$ cat src/rtl/version_pkg.sv
// version_pkg: build identity constants, response lengths, responder state type and nibble-to-ASCII helper
package version_pkg;
  localparam logic [7:0]  C_VERSION_MAJOR  = 8'h00;
  localparam logic [7:0]  C_VERSION_MINOR  = 8'h00;
  localparam logic [7:0]  C_VERSION_PATCH  = 8'h00;
  localparam logic [7:0]  C_VERSION_BUILD  = 8'h3B;
  localparam logic [15:0] C_VERSION_YEAR   = 16'h2025;
  localparam logic [7:0]  C_VERSION_MONTH  = 8'h11;
  localparam logic [7:0]  C_VERSION_DAY    = 8'h07;
  localparam logic [7:0]  C_VERSION_HOUR   = 8'h16;
  localparam logic [7:0]  C_VERSION_MINUTE = 8'h19;
  localparam logic [7:0]  C_VERSION_SECOND = 8'h55;
  localparam int C_VERSION_RESP_LEN_CRLF = 33;
  localparam int C_VERSION_RESP_BIN_LEN  = 12;
  typedef enum logic {IDLE, SEND} version_resp_state_t;
  function automatic logic [7:0] hex_ascii(input logic [3:0] n);
    return n < 4'd10 ? 8'h30 + {4'h0, n} : 8'h37 + {4'h0, n};
  endfunction
endpackage

$ cat src/rtl/version_char_rom.sv
// version_char_rom: combinational map from response index (+ binary mode) to response byte
//   idx  : byte position within the response line
//   mode : 0 = ASCII line, 1 = raw binary record
//   data : byte at that position
module version_char_rom #(
  parameter bit EOL_CRLF = 1'b1
) (
  input  logic [5:0] idx,
  input  logic       mode,
  output logic [7:0] data
);
  import version_pkg::*;
  function automatic logic [15:0] hex2(input logic [7:0] b);
    return {hex_ascii(b[7:4]), hex_ascii(b[3:0])};
  endfunction
  logic [247:0] line;
  logic [95:0]  bin;
  logic [4:0]   ai;
  logic [3:0]   bi;
  logic [7:0]   asc;
  assign line = {hex2(C_VERSION_MAJOR), ".", hex2(C_VERSION_MINOR), ".", hex2(C_VERSION_PATCH), ".",
                 hex2(C_VERSION_BUILD), " ", hex2(C_VERSION_YEAR[15:8]), hex2(C_VERSION_YEAR[7:0]), "-",
                 hex2(C_VERSION_MONTH), "-", hex2(C_VERSION_DAY), " ", hex2(C_VERSION_HOUR), ":",
                 hex2(C_VERSION_MINUTE), ":", hex2(C_VERSION_SECOND)};
  assign bin = {C_VERSION_MAJOR, C_VERSION_MINOR, C_VERSION_PATCH, C_VERSION_BUILD, C_VERSION_YEAR,
                C_VERSION_MONTH, C_VERSION_DAY, C_VERSION_HOUR, C_VERSION_MINUTE, C_VERSION_SECOND, 8'h0A};
  assign ai = 5'd30 - idx[4:0];
  assign bi = 4'd11 - idx[3:0];
  assign asc = idx < 6'd31 ? line[{ai, 3'b000} +: 8] : (idx == 6'd31 && EOL_CRLF) ? 8'h0D : 8'h0A;
  assign data = !mode ? asc : idx < 6'd12 ? bin[{bi, 3'b000} +: 8] : 8'h0A;
endmodule

$ cat src/rtl/version_responder.sv
// version_responder: answers a version-query command byte with the build version/timestamp line
//   cmd_data/cmd_valid/cmd_ready : command byte stream from UART RX
//   tx_data/tx_valid/tx_ready    : response byte stream to UART TX
//   busy                         : response in progress
//   resp_count                   : completed responses (wraps)
//   VERSION_RESP_BIN_EN          : when defined, 'v' returns a 12-byte raw binary record
module version_responder #(
  parameter logic [7:0] CMD_CHAR = 8'h56,
  parameter bit         EOL_CRLF = 1'b1
) (
  input  logic        clk,
  input  logic        rst,
  input  logic [7:0]  cmd_data,
  input  logic        cmd_valid,
  output logic        cmd_ready,
  output logic [7:0]  tx_data,
  output logic        tx_valid,
  input  logic        tx_ready,
  output logic        busy,
  output logic [15:0] resp_count
);
  import version_pkg::*;
  version_resp_state_t state, state_n;
  logic [5:0] idx, idx_n, last;
  logic       mode, mode_n, bin_hit, fire, done;
  logic [7:0] rom_byte;
`ifdef VERSION_RESP_BIN_EN
  assign bin_hit = cmd_data == 8'h76;
`else
  assign bin_hit = 1'b0;
`endif
  assign cmd_ready = !rst && state == IDLE;
  assign busy = state == SEND;
  assign last = mode ? 6'(C_VERSION_RESP_BIN_LEN - 1) :
                EOL_CRLF ? 6'(C_VERSION_RESP_LEN_CRLF - 1) : 6'(C_VERSION_RESP_LEN_CRLF - 2);
  assign fire = tx_valid && tx_ready;
  assign done = state == SEND && fire && idx == last;
  // The ROM is addressed with the next index so tx_data is registered alongside the index.
  always_comb begin
    state_n = state;
    idx_n = idx;
    mode_n = mode;
    if (cmd_ready && cmd_valid && (cmd_data == CMD_CHAR || bin_hit)) begin
      state_n = SEND;
      idx_n = 6'd0;
      mode_n = bin_hit;
    end else if (done) state_n = IDLE;
    else if (state == SEND && fire) idx_n = idx + 6'd1;
  end
  version_char_rom #(.EOL_CRLF(EOL_CRLF)) u_rom (
    .idx (idx_n),
    .mode(mode_n),
    .data(rom_byte)
  );
  always_ff @(posedge clk) begin
    if (rst) begin
      state <= IDLE;
      idx <= 6'd0;
      mode <= 1'b0;
      tx_valid <= 1'b0;
      tx_data <= 8'h00;
      resp_count <= 16'd0;
    end else begin
      state <= state_n;
      idx <= idx_n;
      mode <= mode_n;
      tx_valid <= state_n == SEND;
      tx_data <= state_n == SEND ? rom_byte : 8'h00;
      if (done) resp_count <= resp_count + 16'd1;
    end
  end
endmodule

$ cat config.mk
export PLATFORM = sky130hd
export DESIGN_NAME = version_responder
export DESIGN_NICKNAME = d
export VERILOG_FILES = /design/src/rtl/version_pkg.sv /design/src/rtl/version_char_rom.sv /design/src/rtl/version_responder.sv
export SDC_FILE = /design/constraint.sdc
export NUM_CORES = 1
export LEC_CHECK = 0
export BUFFER_PORTS_ARGS = -buffer_cell sky130_fd_sc_hd__buf_2
export CAP_MARGIN = 20
export CORE_MARGIN = 5
export CORE_UTILIZATION = 40
export DETAILED_ROUTE_END_ITERATION = 16
export SLEW_MARGIN = 20
export SYNTH_ARGS = -nofsm -noshare
export SYNTH_HDL_FRONTEND = slang
export SYNTH_SLANG_ARGS = --single-unit
$ cat constraint.sdc
create_clock -name clk -period 6 [get_ports clk]
set_clock_uncertainty 0.2 [all_clocks]
set_input_delay 1.5 -clock clk [delete_from_list [all_inputs] [get_ports clk]]
set_output_delay 1.5 -clock clk [all_outputs]
set_load 0.02 [all_outputs]
==> results.json, run 1 <==
{
  "status": "completed",
  "min_from": "resp_count[8]$_SDFFE_PP0P_",
  "hold_ws_ns": 0.295,
  "power_switching_mw": 0.0859,
  "drtPass1Iterations": 4,
  "cp.required_ns": 6.00,
  "yosysSeqAreaShare": 0.285,
  "cts.path.max_buffers": 2,
  "mostFrequentLayoutCells": "37 x buf_2, 31 x dfxtp_1, 29 x nor2_1, 21 x nand2_1, 17 x o21ai_0",
  "hold_violations": 0,
  "port_buffers": 37,
  "path_class": "input port to flop",
  "area_growth_pct": 13.5,
  "synthesis.nets": 292,
  "ios": 39,
  "grt_pass1_vias": 2013,
  "dp_hpwl_mm": 4.12,
  "hold_path_depth": 2,
  "ir_drop_v": 0.0000626,
  "via_per_inst": 5.63,
  "yosys.cell_types.count": 66,
  "comb_power_share": 0.026,
  "die_x_um": 83.7,
  "clockPowerShare": 0.440,
  "synth_area_leaders": "dfxtp_1 29%, ha_1 6.9%, nor2_1 5.0%",
  "syn_area_per_cell_sq_um": 8.11,
  "final.setup.tns_ns": 0,
  "ctsHoldBuffers": 0,
  "cts_resized": 0,
  "wl_per_cell_um": 15.2,
  "rows": 26,
  "rsz0062_at_grt": "false",
  "root_buffer": "clkbuf_8",
  "clock_latency_ns": 0.29,
  "crit_path_max_fanout": 11,
  "reg2reg_slack_ns": 1.77,
  "slew_headroom": 0.426,
  "r2r_cells": 11,
  "via_count": 2093,
  "holdPathEnd": "resp_count[8]$_SDFFE_PP0P_",
  "worst_pin_slew_ns": 0.845,
  "die_h_um": 83.7,
  "cts.sink_count": 31,
  "gp_congestion": 0.897,
  "grt_use_total": 0.163,
  "syn_inst": 268,
  "drc": 0,
  "start_util": 0.418,
  "slew_viol_final": 0,
  "yosys_warnings": 0,
  "syn_area_sq_um": 2170,
  "power.share.switching": 0.223,
  "coreArea_sq_um": 5200,
  "p_per_area_nw_per_um2": 156,
  "grt_start_max_net_pins": 26,
  "cts.htree.levels": 2,
  "regToRegEndpoint": "tx_data[3]$_SDFF_PP0_",
  "finalCriticalPeriod_ns": 4.97,
  "max_cap_violations": 0,
  "regArea_sq_um": 621,
  "hold_path.class": "flop to flop",
  "grt_pass1_wl_mm": 9.43,
  "synthArstFlopShare": 0,
  "arrival_ns": 4.97,
  "multi_input_area_sq_um": 1420,
  "first_iter_violations": 124,
  "drt_wl_total_mm": 5.65,
  "nFillCells": 534,
  "final_common_cell": "buf_2",
  "cts_made_buffers": 5,
  "overflow": 0,
  "drive_gt1_frac": 0.195,
  "pwr-share-seq": 0.534,
  "cts_setup_buffers": 0,
  "ys_dominant_reg_cell": "dfxtp_1",
  "finalNetCount": 326,
  "period_share": 0.829,
  "die-area_sq_um": 7010,
  "antenna_cells": 0,
  "critPathLaunchType": "input port",
  "ant_nets": 0,
  "yosys.area.top_type": "dfxtp_1",
  "final-setup-viol-count": 0,
  "clkTransAtPathRegs_ns": 0.08,
  "fmax_mhz": 201,
  "synth_top_area_share": 0.285,
  "end_kind": "flop",
  "synth_seq_cells": 31,
  "cts_tree": "yes",
  "grt_antenna_before_repair": 0,
  "reg2reg_from": "mode$_SDFF_PP0_",
  "synth_edf_count": 0,
  "leakagePower_nw": 1.01,
  "p_int_mw": 0.300
}
synthesized netlist by cell type (4+ instances only):
master and number:
xnor2_1 10, nor2_1 29, nand2_1 21, inv_1 9
nor3_1 9, and3_1 5, a21oi_1 15, nand3_1 10
ha_1 12, a31oi_1 6, o21ai_0 17, dfxtp_1 31
or3_1 4, nor3b_1 4, xor2_1 9, nand4_1 8
worst max-delay path by stage:
stage,from,endpoint,slack [ns]
3_3_place_gp,cmd_data[0],tx_data[3]$_SDFF_PP0_,0.82
5_1_grt,cmd_data[0],tx_data[3]$_SDFF_PP0_,0.82
6_report,cmd_data[0],tx_data[3]$_SDFF_PP0_,1.03
4_1_cts,cmd_data[0],tx_data[3]$_SDFF_PP0_,1.07
2_1_floorplan,cmd_data[0],tx_data[3]$_SDFF_PP0_,1.06
3_5_place_dp,cmd_data[0],tx_data[3]$_SDFF_PP0_,0.77
cell families after synthesis:
group,count (synthesis),synth area share
AO/OA/AOI/OAI,65,0.196
other,1,0.00172
AND/OR/NAND/NOR,112,0.282
adder cells (fa/ha/maj),12,0.0690
multiplexers,3,0.0161
XOR/XNOR,20,0.0892
buffers and inverters,24,0.0604
flip-flops,31,0.285
per-layer routing:
| metal | global-route usage | part of all wire | vias up |
|---|---|---|---|
| met2 | 0.242 | 0.44 | 84 |
| met1 | 0.220 | 0.46 | 962 |
| li1 | - | - | 1038 |
| met5 | 0 | 0 | - |
| met3 | 0.0415 | 0.081 | 9 |
| met4 | 0.0760 | 0.019 | 0 |
state kept, by name, summed over array words and instances (netlist names):
name        flops
mode            1
busy            1
idx             6
resp_count     16
tx_data         7
critical path, stage by stage:
cell       delay (ns)
buf_2            0.09
or3b_1           0.38
or3_4            0.42
nand2_1          0.09
mux2_2           0.27
clkinv_1         0.30
ha_1             0.47
o21ai_0          0.38
xnor2_1          0.29
a2111oi_2        0.39
a311oi_1         0.08
a221oi_1         0.30
final cells by class:
type,instances,share of cell area
well taps,70,0.0355
clock buffers,6,0.0335
flip-flops and latches,31,0.251
clock inverters,1,0.00203
repair buffers,39,0.0811
inverters,12,0.0203
multi-input cells,213,0.576
power groups by stage:
stage,Combinational (mW),Sequential (mW),Clock [mW]
floorplan,0.00534,0.210,0
global placement,0.0102,0.210,0
detailed placement,0.0102,0.210,0
CTS,0.0102,0.206,0.175
global route,0.0114,0.206,0.184
finish,0.0102,0.206,0.170
metrics by stage:
stage,instances,utilization,area (sq um),setup slack (ns),total power [mW]
after detailed placement,365,0.457,2380,0.772,0.221
after CTS,372,0.474,2470,1.07,0.391
after global routing,372,0.474,2470,0.815,0.401
after floorplan,268,-,2170,1.06,0.216
after global placement,365,0.457,2380,0.823,0.221
final,372,0.474,2470,1.03,0.386
No activity file was read; power rests on OpenSTA's default activity.
==> inputs of run 2 (changes only) <==
- clock period: 6 -> 4.11 ns (I/O delays scaled with it)
==> run 2 against run 1 <==
Sequential cell count stayed put. Critical endpoint is now tx_data[1]$_SDFF_PP0_. Setup slack worse by 0.52 ns. Via count is 1.2% higher. Hold slack worse by 0.0014 ns.
==> results.json, run 2 (same netlist as run 1, synthesis figures left out) <==
{
  "worst_pin_slew_ns": 0.527,
  "dp_hpwl_mm": 4.40,
  "fin_util": 0.501,
  "cts_tree": "yes",
  "grt_pass1_wl_mm": 9.60,
  "clock_latency_ns": 0.28,
  "die_x_um": 83.7,
  "die_h_um": 83.7,
  "final.setup.tns_ns": 0,
  "drt_wl_total_mm": 5.84,
  "ctsHoldBuffers": 0,
  "cts_made_buffers": 5,
  "cts.htree.levels": 2,
  "via_per_inst": 5.45,
  "grt_pass1_vias": 1957,
  "arrival_ns": 3.54,
  "drive_gt1_frac": 0.241,
  "hold_ws_ns": 0.294,
  "first_iter_violations": 151,
  "slowest_stage": "a221oi_1",
  "slew_headroom": 0.647,
  "slew_viol_final": 0,
  "period_share": 0.877,
  "area_growth_pct": 19.9,
  "cts_setup_buffers": 0,
  "wl_per_cell_um": 15.0,
  "cp.required_ns": 4.04,
  "crit_path_max_fanout": 10,
  "cts.path.max_buffers": 2,
  "port_buffers": 37,
  "cts_resized": 0,
  "ant_nets": 0,
  "largestRegisters": "resp_count x16, tx_data x7, idx x6",
  "root_buffer": "clkbuf_8",
  "grt_use_total": 0.167,
  "gp_congestion": 0.924,
  "status": "completed",
  "grt_antenna_before_repair": 0,
  "rsz0062_at_grt": "false",
  "path_class": "input port to flop",
  "die-area_sq_um": 7010,
  "antenna_cells": 0,
  "coreArea_sq_um": 5200,
  "mostFrequentLayoutCells": "37 x buf_2, 31 x dfxtp_1, 29 x nor2_1, 21 x nand2_1, 18 x buf_4",
  "top_register": "resp_count",
  "hold_violations": 0,
  "crit_path_frequent_cell": "buf_4",
  "via_count": 2119,
  "hold_path.class": "flop to flop",
  "crit_buf_inv": 4,
  "end_kind": "flop",
  "drc": 0,
  "max_cap_violations": 0,
  "cts.sink_count": 31,
  "fin_cells": 389,
  "critPathLaunchType": "input port",
  "fmax_mhz": 277,
  "clkTransAtPathRegs_ns": 0.06,
  "ir_drop_v": 0.000245,
  "leakagePower_nw": 1.09,
  "slowest_delay_ns": 0.40,
  "largest_reg_flops": 16,
  "final_common_cell": "buf_2",
  "grt_start_max_net_pins": 26,
  "rows": 26,
  "cpLargestDelayFamily": "simple AND/OR/NAND/NOR gates",
  "finalCriticalPeriod_ns": 3.60,
  "final-setup-viol-count": 0,
  "path_cells": "buf_2 -> or3b_1 -> or3_4 -> buf_4 -> nand2_1 -> inv_1 -> ha_1 -> buf_4 -> xor2_4 -> nor2_1 -> a221oi_1 -> o32ai_1",
  "p_per_area_nw_per_um2": 222,
  "drtPass1Iterations": 4,
  "start_util": 0.418,
  "dp_cells": 381,
  "finalNetCount": 342,
  "ios": 39,
  "overflow": 0
}
run 2: cell type report:
cell class              instances  area [sq um]
clock buffers                   8           100
fillers                       532          2600
inverters                      12          51.3
multi-input cells             213          1430
flip-flops and latches         31           621
well taps                      70          87.6
repair buffers                 55           320
run 2: path summary, 6_finish.rpt:
| kind | startpoint | endpoint | slack [ns] | cells past startpoint |
|---|---|---|---|---|
| worst max-delay path | cmd_data[0] | tx_data[1]$_SDFF_PP0_ | 0.51 | 12 |
| worst min-delay path | resp_count[8]$_SDFFE_PP0P_ | resp_count[8]$_SDFFE_PP0P_ | 0.29 | 2 |
| worst max register to register | idx[0]$_SDFF_PP0_ | tx_data[1]$_SDFF_PP0_ | 0.63 | 11 |
| worst min register to register | resp_count[8]$_SDFFE_PP0P_ | resp_count[8]$_SDFFE_PP0P_ | 0.29 | 2 |
run 2: metrics by stage:
| stage | instance area, sq um | total power [mW] | setup slack, ns |
|---|---|---|---|
| finish | 2610 | 0.579 | 0.506 |
| detailed placement | 2510 | 0.322 | 0.247 |
| floorplan | 2180 | 0.315 | 0.00930 |
| global route | 2610 | 0.605 | 0.276 |
| global placement | 2510 | 0.322 | 0.265 |
| CTS | 2610 | 0.584 | 0.526 |
run 2: worst reg2reg max path, stage by stage, from the launching register on:
cell,delay [ns]
dfxtp_1,0.40
nor4b_1,0.48
and2_1,0.42
nor3_1,0.13
mux2_2,0.31
clkinv_2,0.05
ha_1,0.18
buf_4,0.20
xor2_4,0.29
nor2_1,0.11
a221oi_1,0.40
o32ai_1,0.17
run 2: power by group:
| group | leakage (nW) | switching [mW] | total (mW) | internal (mW) |
|---|---|---|---|---|
| Combinational | 0.793 | 0.00878 | 0.0148 | 0.00603 |
| Clock | 0.0515 | 0.111 | 0.264 | 0.153 |
| Sequential | 0.250 | 0.0000565 | 0.300 | 0.300 |
run 2: per-layer routing:
metal / vias to the layer above / GRT usage / routed length (um)
met2: 59 / 0.261 / 2670
met3: 8 / 0.0415 / 328
met1: 984 / 0.229 / 2760
li1: 1068 / - / -
met4: 0 / 0.0453 / 74
met5: - / 0 / 0
==> inputs of run 3 (changes only) <==
- clock period: 4.11 -> 4.1 ns (I/O delays scaled with it)
==> run 3 against run 2 <==
Core utilization fell by 0.38 points. Via count is 1.3% higher. Register-to-register slack got worse by 0.23 ns. Hold slack got worse by 0.0016 ns.
==> results.json, run 3 (same netlist as run 1, synthesis figures left out) <==
{
  "cts.htree.levels": 2,
  "largest_reg_flops": 16,
  "fmax_mhz": 269,
  "arrival_ns": 3.70,
  "worst_pin_slew_ns": 0.579,
  "rows": 26,
  "cpLargestDelayFamily": "compound AO/OA/AOI/OAI gates",
  "drive_gt1_frac": 0.240,
  "port_buffers": 37,
  "die-area_sq_um": 7010,
  "final_common_cell": "buf_2",
  "slew_viol_final": 0,
  "first_iter_violations": 100,
  "status": "completed",
  "finalCriticalPeriod_ns": 3.71,
  "finalNetCount": 341,
  "end_kind": "flop",
  "start_util": 0.418,
  "antenna_cells": 0,
  "largestRegisters": "resp_count x16, tx_data x7, idx x6",
  "top_register": "resp_count",
  "via_count": 2146,
  "cts.sink_count": 31,
  "drc": 0,
  "cts_resized": 0,
  "ir_drop_v": 0.000122,
  "ios": 39,
  "via_per_inst": 5.55,
  "cts_setup_buffers": 0,
  "overflow": 0,
  "coreArea_sq_um": 5200,
  "grt_pass1_vias": 2041,
  "grt_start_max_net_pins": 26,
  "clkTransAtPathRegs_ns": 0.07,
  "slew_headroom": 0.612,
  "cts.path.max_buffers": 2,
  "slowest_delay_ns": 0.38,
  "gp_congestion": 0.915,
  "drt_wl_total_mm": 6.03,
  "grt_pass1_wl_mm": 10.2,
  "final-setup-viol-count": 0,
  "fin_util": 0.497,
  "root_buffer": "clkbuf_8",
  "clock_latency_ns": 0.28,
  "hold_violations": 0,
  "rsz0062_at_grt": "false",
  "p_per_area_nw_per_um2": 217,
  "ant_nets": 0,
  "mostFrequentLayoutCells": "37 x buf_2, 31 x dfxtp_1, 29 x nor2_1, 21 x nand2_1, 17 x buf_4",
  "leakagePower_nw": 1.08,
  "area_growth_pct": 18.9,
  "design_area_sq_um": 2590,
  "placed_area_sq_um": 2500,
  "dp_hpwl_mm": 4.40,
  "slowest_stage": "or3b_1",
  "max_cap_violations": 0,
  "wl_per_cell_um": 15.6,
  "cp.required_ns": 4.09,
  "path_cells": "buf_2 -> or3b_1 -> or3_4 -> buf_4 -> nand2_1 -> inv_1 -> ha_1 -> o21ai_2 -> xnor2_1 -> a2111oi_2 -> a311oi_1 -> a221oi_1",
  "period_share": 0.905,
  "critPathLaunchType": "input port",
  "ctsHoldBuffers": 0,
  "crit_path_max_fanout": 10,
  "grt_antenna_before_repair": 0,
  "path_class": "input port to flop",
  "hold_path.class": "flop to flop",
  "drtPass1Iterations": 5,
  "hold_ws_ns": 0.292,
  "die_h_um": 83.7,
  "cts_tree": "yes",
  "final.setup.tns_ns": 0,
  "grt_use_total": 0.179,
  "cts_made_buffers": 5,
  "fin_cells": 387,
  "crit_buf_inv": 3,
  "dp_cells": 380,
  "die_x_um": 83.7
}
-- run 3: cell types whose count changed in the layout (fill, tap and decap cells not counted) --
cell,before,now
clkbuf_8,7,6
clkbuf_1,1,0
clkinv_2,1,2
buf_4,18,17
-- run 3: stage by stage --
stage	setup WS, ns	power, mW
3_5_place_dp	0.130	0.323
2_1_floorplan	0.00180	0.316
5_1_grt	0.184	0.585
6_report	0.389	0.561
3_3_place_gp	0.196	0.323
4_1_cts	0.417	0.569
-- run 3: routing by layer --
| metal | vias to the layer above | part of all wire | routed length [um] | track usage |
|---|---|---|---|---|
| met5 | - | 0 | 0 | 0 |
| met4 | 0 | 0.013 | 78 | 0.0614 |
| met3 | 10 | 0.052 | 313 | 0.0365 |
| met2 | 66 | 0.47 | 2820 | 0.285 |
| met1 | 1002 | 0.47 | 2820 | 0.239 |
| li1 | 1068 | - | - | - |
-- run 3: worst paths after layout --
check | from | endpoint | slack (ns) | depth (start not counted)
setup / recovery | cmd_data[0] | tx_data[3]$_SDFF_PP0_ | 0.39 | 12
hold / removal | resp_count[8]$_SDFFE_PP0P_ | resp_count[8]$_SDFFE_PP0P_ | 0.29 | 2
setup reg to reg | idx[0]$_SDFF_PP0_ | tx_data[3]$_SDFF_PP0_ | 0.40 | 11
hold reg to reg | resp_count[8]$_SDFFE_PP0P_ | resp_count[8]$_SDFFE_PP0P_ | 0.29 | 2
-- run 3: cell type report --
| cell class | count | area [sq um] |
|---|---|---|
| multi-input combinational | 213 | 1430 |
| clock buffer | 6 | 82.6 |
| timing repair buffer | 54 | 313 |
| fill | 527 | 2620 |
| clock inverter | 1 | 5.00 |
| inverter | 12 | 51.3 |
| tap | 70 | 87.6 |
| sequential | 31 | 621 |
-- run 3: where the power goes --
group	internal, mW	switching (mW)
clock network	0.132	0.113
registers	0.301	0.0000627
logic	0.00604	0.00891
total	0.439	0.122
-- run 3: worst register-to-register path: stages (launching register included) --
cell,delay [ns]
dfxtp_1,0.41
nor4b_1,0.49
and2_1,0.41
nor3_1,0.14
mux2_2,0.32
clkinv_2,0.06
ha_1,0.47
o21ai_2,0.16
xnor2_1,0.22
a2111oi_2,0.36
a311oi_1,0.09
a221oi_1,0.29
